File: config.mk
export PLATFORM = sky130hd
export DESIGN_NAME = uart_stim_tx_flat
export DESIGN_NICKNAME = d
export VERILOG_FILES = /design/src/rtl/uart_stim_pkg.sv /design/src/rtl/uart_stim_tx_if.sv /design/src/rtl/uart_stim_fifo.sv /design/src/rtl/uart_stim_tx.sv /design/src/flat_wrapper.sv
export SDC_FILE = /design/constraint.sdc
export NUM_CORES = 1
export LEC_CHECK = 0
export CAP_MARGIN = 10
export CORE_ASPECT_RATIO = 0.75
export CORE_UTILIZATION = 45
export DETAILED_ROUTE_END_ITERATION = 6
export GPL_ROUTABILITY_DRIVEN = 0
export PLACE_DENSITY = 0.67
export SYNTH_ARGS = -nofsm -noshare
export SYNTH_HDL_FRONTEND = slang
export SYNTH_SLANG_ARGS = --single-unit
File: constraint.sdc
create_clock -name HCLK -period 2.7 [get_ports HCLK]
set_clock_uncertainty 0.1 [all_clocks]
set_input_delay 0.81 -clock HCLK [delete_from_list [all_inputs] [get_ports HCLK]]
set_output_delay 0.81 -clock HCLK [all_outputs]
set_load 0.02 [all_outputs]
File: src/rtl/uart_stim_pkg.sv
// Shared definitions for the UART stimulus transmitter: FSM encoding and 8N1 frame constants.
package uart_stim_pkg;

    typedef enum logic [1:0] {
        ST_IDLE  = 2'd0,
        ST_START = 2'd1,
        ST_DATA  = 2'd2,
        ST_STOP  = 2'd3
    } tx_state_t;

    localparam int   DATA_BITS = 8;
    localparam logic START_LVL = 1'b0;
    localparam logic STOP_LVL  = 1'b1;
    localparam logic IDLE_LVL  = 1'b1;

endpackage

File: src/rtl/uart_stim_tx_if.sv
// Byte-push and status bundle between a stimulus source (master) and the transmitter (slave).
interface uart_stim_tx_if #(
    parameter int FIFO_DEPTH = 8
);
    localparam int CW = $clog2(FIFO_DEPTH) + 1;

    logic          wr_en;
    logic [7:0]    wr_data;
    logic          full;
    logic [CW-1:0] count;
    logic          overflow;
    logic          busy;
    logic          tx;

    modport master (output wr_en, wr_data, input full, count, overflow, busy, tx);
    modport slave  (input wr_en, wr_data, output full, count, overflow, busy, tx);
endinterface

File: src/rtl/uart_stim_fifo.sv
// Synchronous byte FIFO with registered count/full; a push while full is dropped and latches overflow.
module uart_stim_fifo #(
    parameter int DEPTH = 8,
    parameter int CW    = $clog2(DEPTH) + 1
) (
    input  logic          clk,
    input  logic          rst,
    input  logic          push,
    input  logic [7:0]    push_data,
    input  logic          pop,
    output logic [7:0]    pop_data,
    output logic [CW-1:0] count,
    output logic          full,
    output logic          overflow
);
    localparam int            AW       = $clog2(DEPTH);
    localparam logic [CW-1:0] FULL_CNT = CW'(DEPTH);

    logic [7:0]    mem [DEPTH];
    logic [AW-1:0] wr_ptr;
    logic [AW-1:0] rd_ptr;
    logic          push_ok;
    logic [CW-1:0] cnt_next;

    // full is the registered flag, so a same-cycle pop never rescues a push
    assign push_ok  = push && !full;
    assign pop_data = mem[rd_ptr];

    always_comb begin
        cnt_next = count;
        if (push_ok && !pop) begin
            cnt_next = count + 1'b1;
        end else if (!push_ok && pop) begin
            cnt_next = count - 1'b1;
        end
    end

    always_ff @(posedge clk) begin
        if (rst) begin
            wr_ptr   <= '0;
            rd_ptr   <= '0;
            count    <= '0;
            full     <= 1'b0;
            overflow <= 1'b0;
        end else begin
            if (push_ok) wr_ptr <= wr_ptr + 1'b1;
            if (pop)     rd_ptr <= rd_ptr + 1'b1;
            count <= cnt_next;
            full  <= (cnt_next == FULL_CNT);
            if (push && full) overflow <= 1'b1;
        end
    end

    always_ff @(posedge clk) begin
        if (push_ok && !rst) mem[wr_ptr] <= push_data;
    end

endmodule

File: src/rtl/uart_stim_tx.sv
// 8N1 UART transmitter fed from a byte FIFO; frames are sent back-to-back while data is queued.
module uart_stim_tx
    import uart_stim_pkg::*;
#(
    parameter int CLKS_PER_BIT = 16,
    parameter int FIFO_DEPTH   = 8
) (
    input logic          HCLK,
    input logic          HRESET,
    uart_stim_tx_if.slave bus
);
    localparam int            CW        = $clog2(FIFO_DEPTH) + 1;
    localparam int            BW        = $clog2(CLKS_PER_BIT);
    localparam logic [BW-1:0] BAUD_LAST = BW'(CLKS_PER_BIT - 1);
    localparam logic [2:0]    BIT_LAST  = 3'(DATA_BITS - 1);

    tx_state_t     state;
    tx_state_t     state_next;
    logic [BW-1:0] baud_cnt;
    logic [2:0]    bit_cnt;
    logic [7:0]    shreg;
    logic          tx_q;
    logic          tx_next;
    logic          pop;
    logic          bit_end;
    logic [7:0]    fifo_data;
    logic [CW-1:0] fifo_count;
    logic          fifo_full;
    logic          fifo_ovf;
    logic          fifo_nonempty;

    uart_stim_fifo #(
        .DEPTH (FIFO_DEPTH),
        .CW    (CW)
    ) u_fifo (
        .clk       (HCLK),
        .rst       (HRESET),
        .push      (bus.wr_en),
        .push_data (bus.wr_data),
        .pop       (pop),
        .pop_data  (fifo_data),
        .count     (fifo_count),
        .full      (fifo_full),
        .overflow  (fifo_ovf)
    );

    assign bit_end       = (baud_cnt == BAUD_LAST);
    assign fifo_nonempty = (fifo_count != '0);

    always_ff @(posedge HCLK) begin
        if (HRESET) state <= ST_IDLE;
        else        state <= state_next;
    end

    always_comb begin
        state_next = state;
        case (state)
            ST_IDLE:  if (fifo_nonempty) state_next = ST_START;
            ST_START: if (bit_end) state_next = ST_DATA;
            ST_DATA:  if (bit_end && (bit_cnt == BIT_LAST)) state_next = ST_STOP;
            ST_STOP:  if (bit_end) state_next = fifo_nonempty ? ST_START : ST_IDLE;
            default:  state_next = ST_IDLE;
        endcase
    end

    // tx is registered from the state, so the line trails the FSM by one cycle uniformly
    always_comb begin
        pop     = 1'b0;
        tx_next = IDLE_LVL;
        case (state)
            ST_IDLE:  pop = fifo_nonempty;
            ST_START: tx_next = START_LVL;
            ST_DATA:  tx_next = shreg[0];
            ST_STOP: begin
                tx_next = STOP_LVL;
                pop     = bit_end && fifo_nonempty;
            end
            default:  tx_next = IDLE_LVL;
        endcase
    end

    always_ff @(posedge HCLK) begin
        if (HRESET) begin
            baud_cnt <= '0;
            bit_cnt  <= '0;
            tx_q     <= IDLE_LVL;
        end else begin
            tx_q <= tx_next;
            if (state == ST_IDLE || bit_end) baud_cnt <= '0;
            else                             baud_cnt <= baud_cnt + 1'b1;
            if (state != ST_DATA) bit_cnt <= '0;
            else if (bit_end)     bit_cnt <= bit_cnt + 1'b1;
        end
    end

    always_ff @(posedge HCLK) begin
        if (pop)                              shreg <= fifo_data;
        else if (state == ST_DATA && bit_end) shreg <= {1'b0, shreg[7:1]};
    end

    assign bus.tx       = tx_q;
    assign bus.full     = fifo_full;
    assign bus.count    = fifo_count;
    assign bus.overflow = fifo_ovf;
    assign bus.busy     = (state != ST_IDLE) || fifo_nonempty;

endmodule

File: src/flat_wrapper.sv
// flat-port wrapper written by rule: the top's interface ports become plain ports
module uart_stim_tx_flat import uart_stim_pkg::*;
#(
    parameter int CLKS_PER_BIT = 16,
    parameter int FIFO_DEPTH   = 8
)
  (HCLK, HRESET, bus_wr_en, bus_wr_data, bus_full, bus_count, bus_overflow, bus_busy, bus_tx);
  uart_stim_tx_if #(.FIFO_DEPTH(FIFO_DEPTH)) bus_i ();
  input logic HCLK;
  input logic HRESET;
  input wire logic [$bits(bus_i.wr_en)-1:0] bus_wr_en;
  input wire logic [$bits(bus_i.wr_data)-1:0] bus_wr_data;
  output wire logic [$bits(bus_i.full)-1:0] bus_full;
  output wire logic [$bits(bus_i.count)-1:0] bus_count;
  output wire logic [$bits(bus_i.overflow)-1:0] bus_overflow;
  output wire logic [$bits(bus_i.busy)-1:0] bus_busy;
  output wire logic [$bits(bus_i.tx)-1:0] bus_tx;
  assign bus_i.wr_en = bus_wr_en;
  assign bus_i.wr_data = bus_wr_data;
  assign bus_full = bus_i.full;
  assign bus_count = bus_i.count;
  assign bus_overflow = bus_i.overflow;
  assign bus_busy = bus_i.busy;
  assign bus_tx = bus_i.tx;
  uart_stim_tx #(.CLKS_PER_BIT(CLKS_PER_BIT), .FIFO_DEPTH(FIFO_DEPTH)) u_core (.HCLK(HCLK), .HRESET(HRESET), .bus(bus_i));
endmodule
# ---- Word level (Yosys, flattened, before mapping)
# Memories as Yosys holds them, arrays and structs flattened. A register that Yosys moved wholly into a read port is not among the register bits.
# Index checks and enable logic that the tools add are counted.
dict set report word_totals {
  reg_bits 30
  mem_bits_rw 64
  mem_count 1
  elab_cells 65
  latch_bits 0
  romBits 0
}
# memory depth word_bits read_ports rd_ports_with_merged_regs wr line_no
set memory_table {}
lappend memory_table {u_core.u_fifo.mem 8 8 1 1 1 uart_stim_fifo.sv:19} ;# logic [7:0] mem [DEPTH];
dict set report classes {
  div 0
  eq_ne 11
  n_lt_le_gt_ge 0
  n_addsub 6
  mux 16
  n_mul 0
  n_shift 0
  bitwise_logic 0
  reduce_logical 21
}
# operator count
set ops {}
lappend ops {{$mux 8} 2}
lappend ops {{$add 3x1->3 const B} 3}
lappend ops {{$add 4x1->4 const B} 2}
lappend ops {{$eq 4x4->1 const B} 2}
lappend ops {{$logic_and 1x1->1} 8}
lappend ops {{$mux 2} 4}
lappend ops {{$mux 4} 2}
lappend ops {{$ne 2x1->1 const B} 4}
lappend ops {{$pmux 2 s4} 1}
lappend ops {{$mux 3} 2}
lappend ops {{$eq 2x2->1 const B} 2}
lappend ops {{$logic_not 1->1} 4}
lappend ops {{$pmux 1 s2} 2}
lappend ops {{$reduce_and 4->1} 1}
lappend ops {{$reduce_bool 2->1} 2}
lappend ops {{$reduce_bool 4->1} 1}
lappend ops {{$reduce_or 2->1} 2}
lappend ops {{$sub 4x1->4 const B} 1}
lappend ops {{$eq 3x3->1 const B} 1}
lappend ops {{$mux 1} 3}
lappend ops {{$eq 2x1->1 const B} 1}
lappend ops {{$logic_not 2->1} 1}
lappend ops {{$logic_or 1x1->1} 2}
lappend ops {{$ne 2x2->1 const B} 1}

# ---- Longest topological paths before layout
# Gate-level depths: netlist of the first run.
dict set report logic_depth {
  depth_word 7
  ltp_mapped 8
}

# ---- Hierarchy
# From an unflattened synthesis of the first run, not the netlist that was laid out.
dict set report unflattened {
  cells_unflattened 249
  area_unflattened_um2 4066.4
}
# mod n_inst area_per_inst_um2 cells_each seq_area_each_um2
set by_module_without_submodules {}
lappend by_module_without_submodules {uart_stim_fifo 1 3188.1 177 2222.1}
lappend by_module_without_submodules {uart_stim_tx 1 878.3 72 440.4}

# ---- Worst setup path before layout of the first run
# Ideal clock, no wire load.
dict set report synth_timing {
  path_type {in2reg}
  start {input bus_wr_en}
  end {memory u_core.u_fifo.mem[4][0] (enable)}
  t_arrival_ns 2.158
  setup_ns 0.395
  cell_stages 4
  t_required_ns 2.205
  slack_ns 0.047
  path_cell_list {nor2b_1 clkbuf_1 nand2_1 nor4_1}
}
dict set report synth_via {
  elab_chain_len 4
}
# item line_no
set synth_rtl {}
lappend synth_rtl {{start, declared} flat_wrapper.sv:11} ;# input wire logic [$bits(bus_i.wr_en)-1:0] bus_wr_en;
lappend synth_rtl {{$logic_and 1x1->1} uart_stim_fifo.sv:26} ;# assign push_ok = push && !full;
lappend synth_rtl {{$logic_and 1x1->1} uart_stim_fifo.sv:55} ;# if (push_ok && !rst) mem[wr_ptr] <= push_data;
lappend synth_rtl {{$mux 1} uart_stim_fifo.sv:55}
lappend synth_rtl {{$mux 1 (implied by the code)} uart_stim_fifo.sv:55}
lappend synth_rtl {{end, declared} uart_stim_fifo.sv:19}
# No other way between the ends.

# ---- Final worst setup path of the first run
dict set report layout_timing {
  start {register u_core.u_fifo.count[0]}
  end {output bus_busy}
}
dict set report layout_via {
  elab_chain_len 2
}
# item line_no
set layout_rtl {}
lappend layout_rtl {{start, declared} uart_stim_fifo.sv:12} ;# output logic [CW-1:0] count,
lappend layout_rtl {{start signal, assigned} uart_stim_fifo.sv:48} ;# count <= cnt_next;
lappend layout_rtl {{$reduce_bool 4->1} uart_stim_tx.sv:48} ;# assign fifo_nonempty = (fifo_count != '0);
lappend layout_rtl {{$logic_or 1x1->1} uart_stim_tx.sv:105} ;# assign bus.busy = (state != ST_IDLE) || fifo_nonempty;
lappend layout_rtl {{end, declared} flat_wrapper.sv:16} ;# output wire logic [$bits(bus_i.busy)-1:0] bus_busy;
# No other way between the ends.

==> results of run 1 <==
==> power groups by stage <==
| stage | logic (mW) | registers (mW) | clock network (mW) |
|---|---|---|---|
| after floorplan | 0.899 | 1.95 | 0 |
| after detailed placement | 1.29 | 1.93 | 0 |
| after global placement | 1.28 | 1.92 | 0 |
| after global routing | 1.43 | 1.92 | 1.30 |
| after CTS | 1.30 | 1.90 | 1.24 |
| final | 1.29 | 1.90 | 1.21 |
==> worst max-delay path: stages, from the launching register on <==
cell and delay [ns]:
dfxtp_1 0.31, inv_1 0.10, ha_1 0.17, nor3b_4 0.26, nand2_1 0.10, dlygate4sd2_1 0.32
==> metrics by stage <==
stage	area [µm²]	worst slack [ns]	hold slack, ns	power, mW
5_1_grt	4680	0.0381	0.387	4.65
2_1_floorplan	3960	0.0471	0.318	2.85
3_5_place_dp	4380	0.0427	0.338	3.22
4_1_cts	4680	0.162	0.354	4.44
3_3_place_gp	4380	0.0603	0.332	3.20
6_report	4680	0.189	0.350	4.40
==> path summary, 6_finish.rpt <==
check	slack [ns]	end
setup / recovery	0.19	bus_busy
hold / removal	0.35	u_core.baud_cnt[0]
setup reg to reg	0.32	u_core.u_fifo.full
hold reg to reg	0.35	u_core.baud_cnt[0]
==> state kept, by name, indices dropped and copies added, names as in the netlist, named ones only <==
signal and count:
u_core.baud_cnt 4, u_core.bit_cnt 3, u_core.bus.tx 1, u_core.shreg 8, u_core.state 2, u_core.u_fifo.count 4
u_core.u_fifo.full 1, u_core.u_fifo.mem 64, u_core.u_fifo.overflow 1, u_core.u_fifo.rd_ptr 3, u_core.u_fifo.wr_ptr 3
==> logic make-up (layout without fill, tap and decap cells) <==
| group | after synthesis | after routing | synth area share |
|---|---|---|---|
| flops | 97 | 97 | 0.673 |
| simple gates | 66 | 66 | 0.0807 |
| mux | 31 | 31 | 0.129 |
| compound gates | 20 | 20 | 0.0320 |
| buf+inv | 18 | 59 | 0.0180 |
| fa+ha+maj | 13 | 13 | 0.0405 |
| xor+xnor | 12 | 12 | 0.0266 |
==> cell type report <==
type	count	area, µm²
fillers	695	3810
well taps	108	135
repair buffers	38	329
multi-input cells	142	1240
inverters	6	22.5
flip-flops and latches	97	2660
clock buffers	9	225
clock inverters	6	58.8
==> layout by cell type, fill, tap and decap left out, drive strengths merged, types with 2 or more instances in the layout <==
| cell type | synthesis | layout |
|---|---|---|
| edfxtp | 72 | 72 |
| nor2 | 31 | 31 |
| dfxtp | 25 | 25 |
| buf | 5 | 20 |
| clkdlybuf4s50 | 0 | 17 |
| mux4 | 16 | 16 |
| mux2i | 15 | 15 |
| ha | 12 | 12 |
| nand2 | 11 | 11 |
| a21oi | 10 | 10 |
| inv | 6 | 10 |
| clkbuf | 7 | 9 |
| xnor2 | 7 | 7 |
| nor3 | 5 | 5 |
| xor2 | 5 | 5 |
| nor2b | 4 | 4 |
| nand2b | 4 | 4 |
| o21ai | 3 | 3 |
| nor4 | 3 | 3 |
| and3 | 2 | 2 |
| a221oi | 2 | 2 |
| nand3 | 2 | 2 |
==> metal layers <==
metal / GRT usage / share of wire / up-vias / routed length [µm]
li1: - / - / 1032 / -
met4: 0.0742 / 0.010 / 0 / 66
met5: 0 / 0 / - / 0
met2: 0.243 / 0.48 / 49 / 3160
met1: 0.232 / 0.47 / 1064 / 3150
met3: 0.0526 / 0.039 / 7 / 256
==> results.toml, run 1 <==
[outcome]
status = "finished clean"

[critical_path]
crit_start = "u_core.u_fifo.count[0]"
r2r_cells = 6
r2r-start = "u_core.state[0]"
cp.arrival_ns = 1.60
crit_required_ns = 1.79
path_max_fanout = 3
critPathKind = "flip-flop to primary output"
cp-end-kind = "primary output"
start_kind = "flip-flop"

[drt]
drt_iter0_drc = 153
first_pass_iters = 4
via_count = 2152
route.detailed.drc = 0
via_per_inst = 5.30
drt_wl_total_mm = 6.63
wire_per_inst_um = 16.3
final_antenna_net_count = 0

[timing]
fin_setup_tns_ns = 0
finalMaxSlewViolations = 0
setup_viol = 0
fin_crit_ns = 2.51
slew_headroom = 0.576
rsz0062_at_grt = "false"
hold_viol = 0
min_period_over_period = 0.930
max_freq_mhz = 398
worst_pin_slew_ns = 0.632

[clock_network]
postCtsSetupBuffers = 0
cts_hold_buf = 0
root_buffer = "clkbuf_16"
cts_max_path_buffers = 2
clk_pin_slew_ns = 0.07
cts-resized-gates = 3
clock_latency_ns = 0.34
cts_sinks = 97
cts_max_level = 3
tritoncts = "built"
cts_buffers = 9

[floorplan]
core_mm2 = 0.00849
rows = 29
dieHeight_um = 83.2
dieArea_mm2 = 0.00917
start_util = 0.466
die_w_um = 110
num_io_pins = 19

[finish]
layout-drive-gt1-share = 0.188
final_nets = 317
syn2layout_area_growth_pct = 18.3
final_util = 0.551
fin_cells = 406
diodes = 0

[global_routing]
globalRouteOverflowTotal = 0
grt_pass1_vias = 2152
grt_max_degree = 19
grt_usage = 0.168
grt_pass1_wl_mm = 11.0
antenna_found_initial = 0

[power]
p_switching_mw = 1.35
pwr-share-seq = 0.432
swShare = 0.307
p_int_mw = 3.05
pwr-share-clk = 0.275
peakVddDrop_mv = 0.759
power_density_mw_per_mm2 = 941
pwr-share-comb = 0.293
total_leakage_power_nw = 1.59

[synthesis]
synth.most_common_cell = "edfxtp_1"
synth_top_cells_by_count = "edfxtp_1 (72), nor2_1 (31), dfxtp_1 (25)"
synthArstFlopShare = 0
synth_top_cell_area_share = 0.547
syn_inst = 257
yosysTopAreaCell = "edfxtp_1"
synth.distinct_cells = 33
synth_fp_nets = 280
synthTopCellsByArea = "edfxtp_1 (55%), dfxtp_1 (13%), mux4_2 (9.1%), ha_1 (3.8%), mux2i_1 (3.8%)"
avgSynthCellArea_um2 = 15.4
yosys_warnings = 0
ys.flop_type = "edfxtp_1"
ys_seq_area_frac = 0.673
ys_ff_latch = 97
syn_area_mm2 = 0.00396
synth_edf_count = 72

[job]
maxCapViolations = 0

[placed_design]
io_buffers = 18
dp_hpwl_mm = 4.44
dp_cells = 391

[worst_hold_path]
hold_depth = 1
hold_path.class = "flip-flop to flip-flop"
hp-start = "u_core.baud_cnt[0]"
Note: power is estimated with default switching activity, not from simulation.
==> run 2, diff against run 1 <==
==> constraint.sdc (replaced) <==
create_clock -name HCLK -period 2.1 [get_ports HCLK]
set_clock_uncertainty 0.1 [all_clocks]
set_input_delay 0.63 -clock HCLK [delete_from_list [all_inputs] [get_ports HCLK]]
set_output_delay 0.63 -clock HCLK [all_outputs]
set_load 0.02 [all_outputs]
==> run 2 against run 1 <==
Net effect: the flow now finishes with violations (negative setup slack); power up 38%; final area increased by 4.7%; sequential power rose by 29%; global-route usage increased by 0.14 points.
==> results.toml, run 2 (synthesized netlist as in run 1, its figures left out) <==
[clock_network]
cts_max_path_buffers = 2
clock_latency_ns = 0.33
cts_max_level = 3
cts_hold_buf = 0
cts_sinks = 97
root_buffer = "clkbuf_16"
tritoncts = "built"
clk_pin_slew_ns = 0.06
cts_buffers = 9

[outcome]
violations = "negative setup slack"
status = "finished with violations"

[power]
power_density_mw_per_mm2 = 1240
total_leakage_power_nw = 1.73
peakVddDrop_mv = 0.720

[critical_path]
cpMostUsedCell = "buf_6"
cp-end-kind = "flip-flop"
critPathKind = "flip-flop to flip-flop"
start_kind = "flip-flop"
crit_buf_inv = 3
crit_family = "simple AND/OR/NAND/NOR gates"
cp.arrival_ns = 2.27
path_cells = "inv_4 > ha_4 > nor3b_4 > buf_6 > nor4_4 > buf_6 > xnor2_4 > nand3_2 > a2111oi_2"
path_max_fanout = 5
cp_slowest_stage_delay_ns = 0.36
crit_required_ns = 2.24
cp_slowest_cell = "dfxtp_4"

[timing]
worst_slack_ns = -0.0296
rsz0062_at_grt = "true"
setup_viol = 3
finalMaxSlewViolations = 0
max_freq_mhz = 470
hold_slack_ns = 0.362
worst_pin_slew_ns = 0.547
min_period_over_period = 1.01
fin_crit_ns = 2.13
hold_viol = 0
slew_headroom = 0.635
fin_setup_tns_ns = -0.0638

[finish]
diodes = 0
layout-drive-gt1-share = 0.261
final_area_mm2 = 0.00490
top_regs = "u_core.u_fifo.mem (64), u_core.shreg (8)"
largest_reg_flops = 64
largest-register = "u_core.u_fifo.mem"
syn2layout_area_growth_pct = 23.8
fin_cells = 422
final_nets = 332
final_cell_mix = "edfxtp_1 (72), nor2_1 (30), buf_4 (30)"
layout_commonest_cell = "edfxtp_1"

[floorplan]
dieArea_mm2 = 0.00917
die_w_um = 110
rows = 29
core_mm2 = 0.00849
start_util = 0.466
dieHeight_um = 83.2
num_io_pins = 19

[global_routing]
grt_pass1_vias = 2176
grt_usage = 0.169
globalRouteOverflowTotal = 0
antenna_found_initial = 0
grt_max_degree = 19
grt_pass1_wl_mm = 11.2

[placed_design]
postPlaceCellArea_mm2 = 0.00454
dp_cells = 404
pre_cts_slack_ns = -0.285
io_buffers = 18
dp_hpwl_mm = 4.79

[drt]
wire_per_inst_um = 16.4
via_per_inst = 5.12
via_count = 2161
drt_wl_total_mm = 6.93
route.detailed.drc = 0
first_pass_iters = 4
drt_iter0_drc = 120
final_antenna_net_count = 0

[job]
maxCapViolations = 0

[worst_hold_path]
hold_path.class = "flip-flop to flip-flop"
-- run 2: layout make-up --
type | instances | area [µm²]
Clock buffer | 12 | 236
Clock inverter | 4 | 45.0
Fill cell | 685 | 3590
Inverter | 6 | 27.5
Multi-Input combinational cell | 142 | 1330
Sequential cell | 97 | 2670
Tap cell | 108 | 135
Timing Repair Buffer | 53 | 457
-- run 2: path summary, 6_finish.rpt --
check / slack, ns / start / depth (start not counted) / endpoint
min reg2reg: 0.36 / u_core.baud_cnt[0] / 1 / u_core.baud_cnt[0]
max reg2reg: -0.03 / u_core.u_fifo.count[1] / 9 / u_core.u_fifo.full
min: 0.36 / u_core.baud_cnt[0] / 1 / u_core.baud_cnt[0]
max: -0.03 / u_core.u_fifo.count[1] / 9 / u_core.u_fifo.full
-- run 2: timing repair --
| action | 4_1_cts | 5_1_grt |
|---|---|---|
| gates resized for setup | 9 | 13 |
| pin swaps | 1 | 5 |
| gates cloned | 1 | 0 |
| setup buffers | 0 | 1 |
| setup endpoints to repair | 6 | 38 |
| endpoints found under the hold margin | 0 | 0 |
-- run 2: through the flow --
step | util | total power [mW]
finish | 0.577 | 6.07
global route | 0.577 | 6.42
CTS | 0.568 | 5.97
detailed placement | 0.535 | 4.42
global placement | 0.535 | 4.40
floorplan | - | 3.78
-- run 2: routing by layer --
| layer | routed length [µm] | part of all wire | global-route usage |
|---|---|---|---|
| met1 | 3300 | 0.48 | 0.244 |
| met2 | 3190 | 0.46 | 0.249 |
| met3 | 343 | 0.049 | 0.0424 |
| met4 | 92 | 0.013 | 0.0610 |
| met5 | 0 | 0 | 0 |
-- run 2: report_power, final --
group          leakage, nW  switching (mW)  internal [mW]
clock network        0.140           0.636          0.918
logic                0.728            1.02           1.06
registers            0.857           0.107           2.34
total                 1.73            1.76           4.31
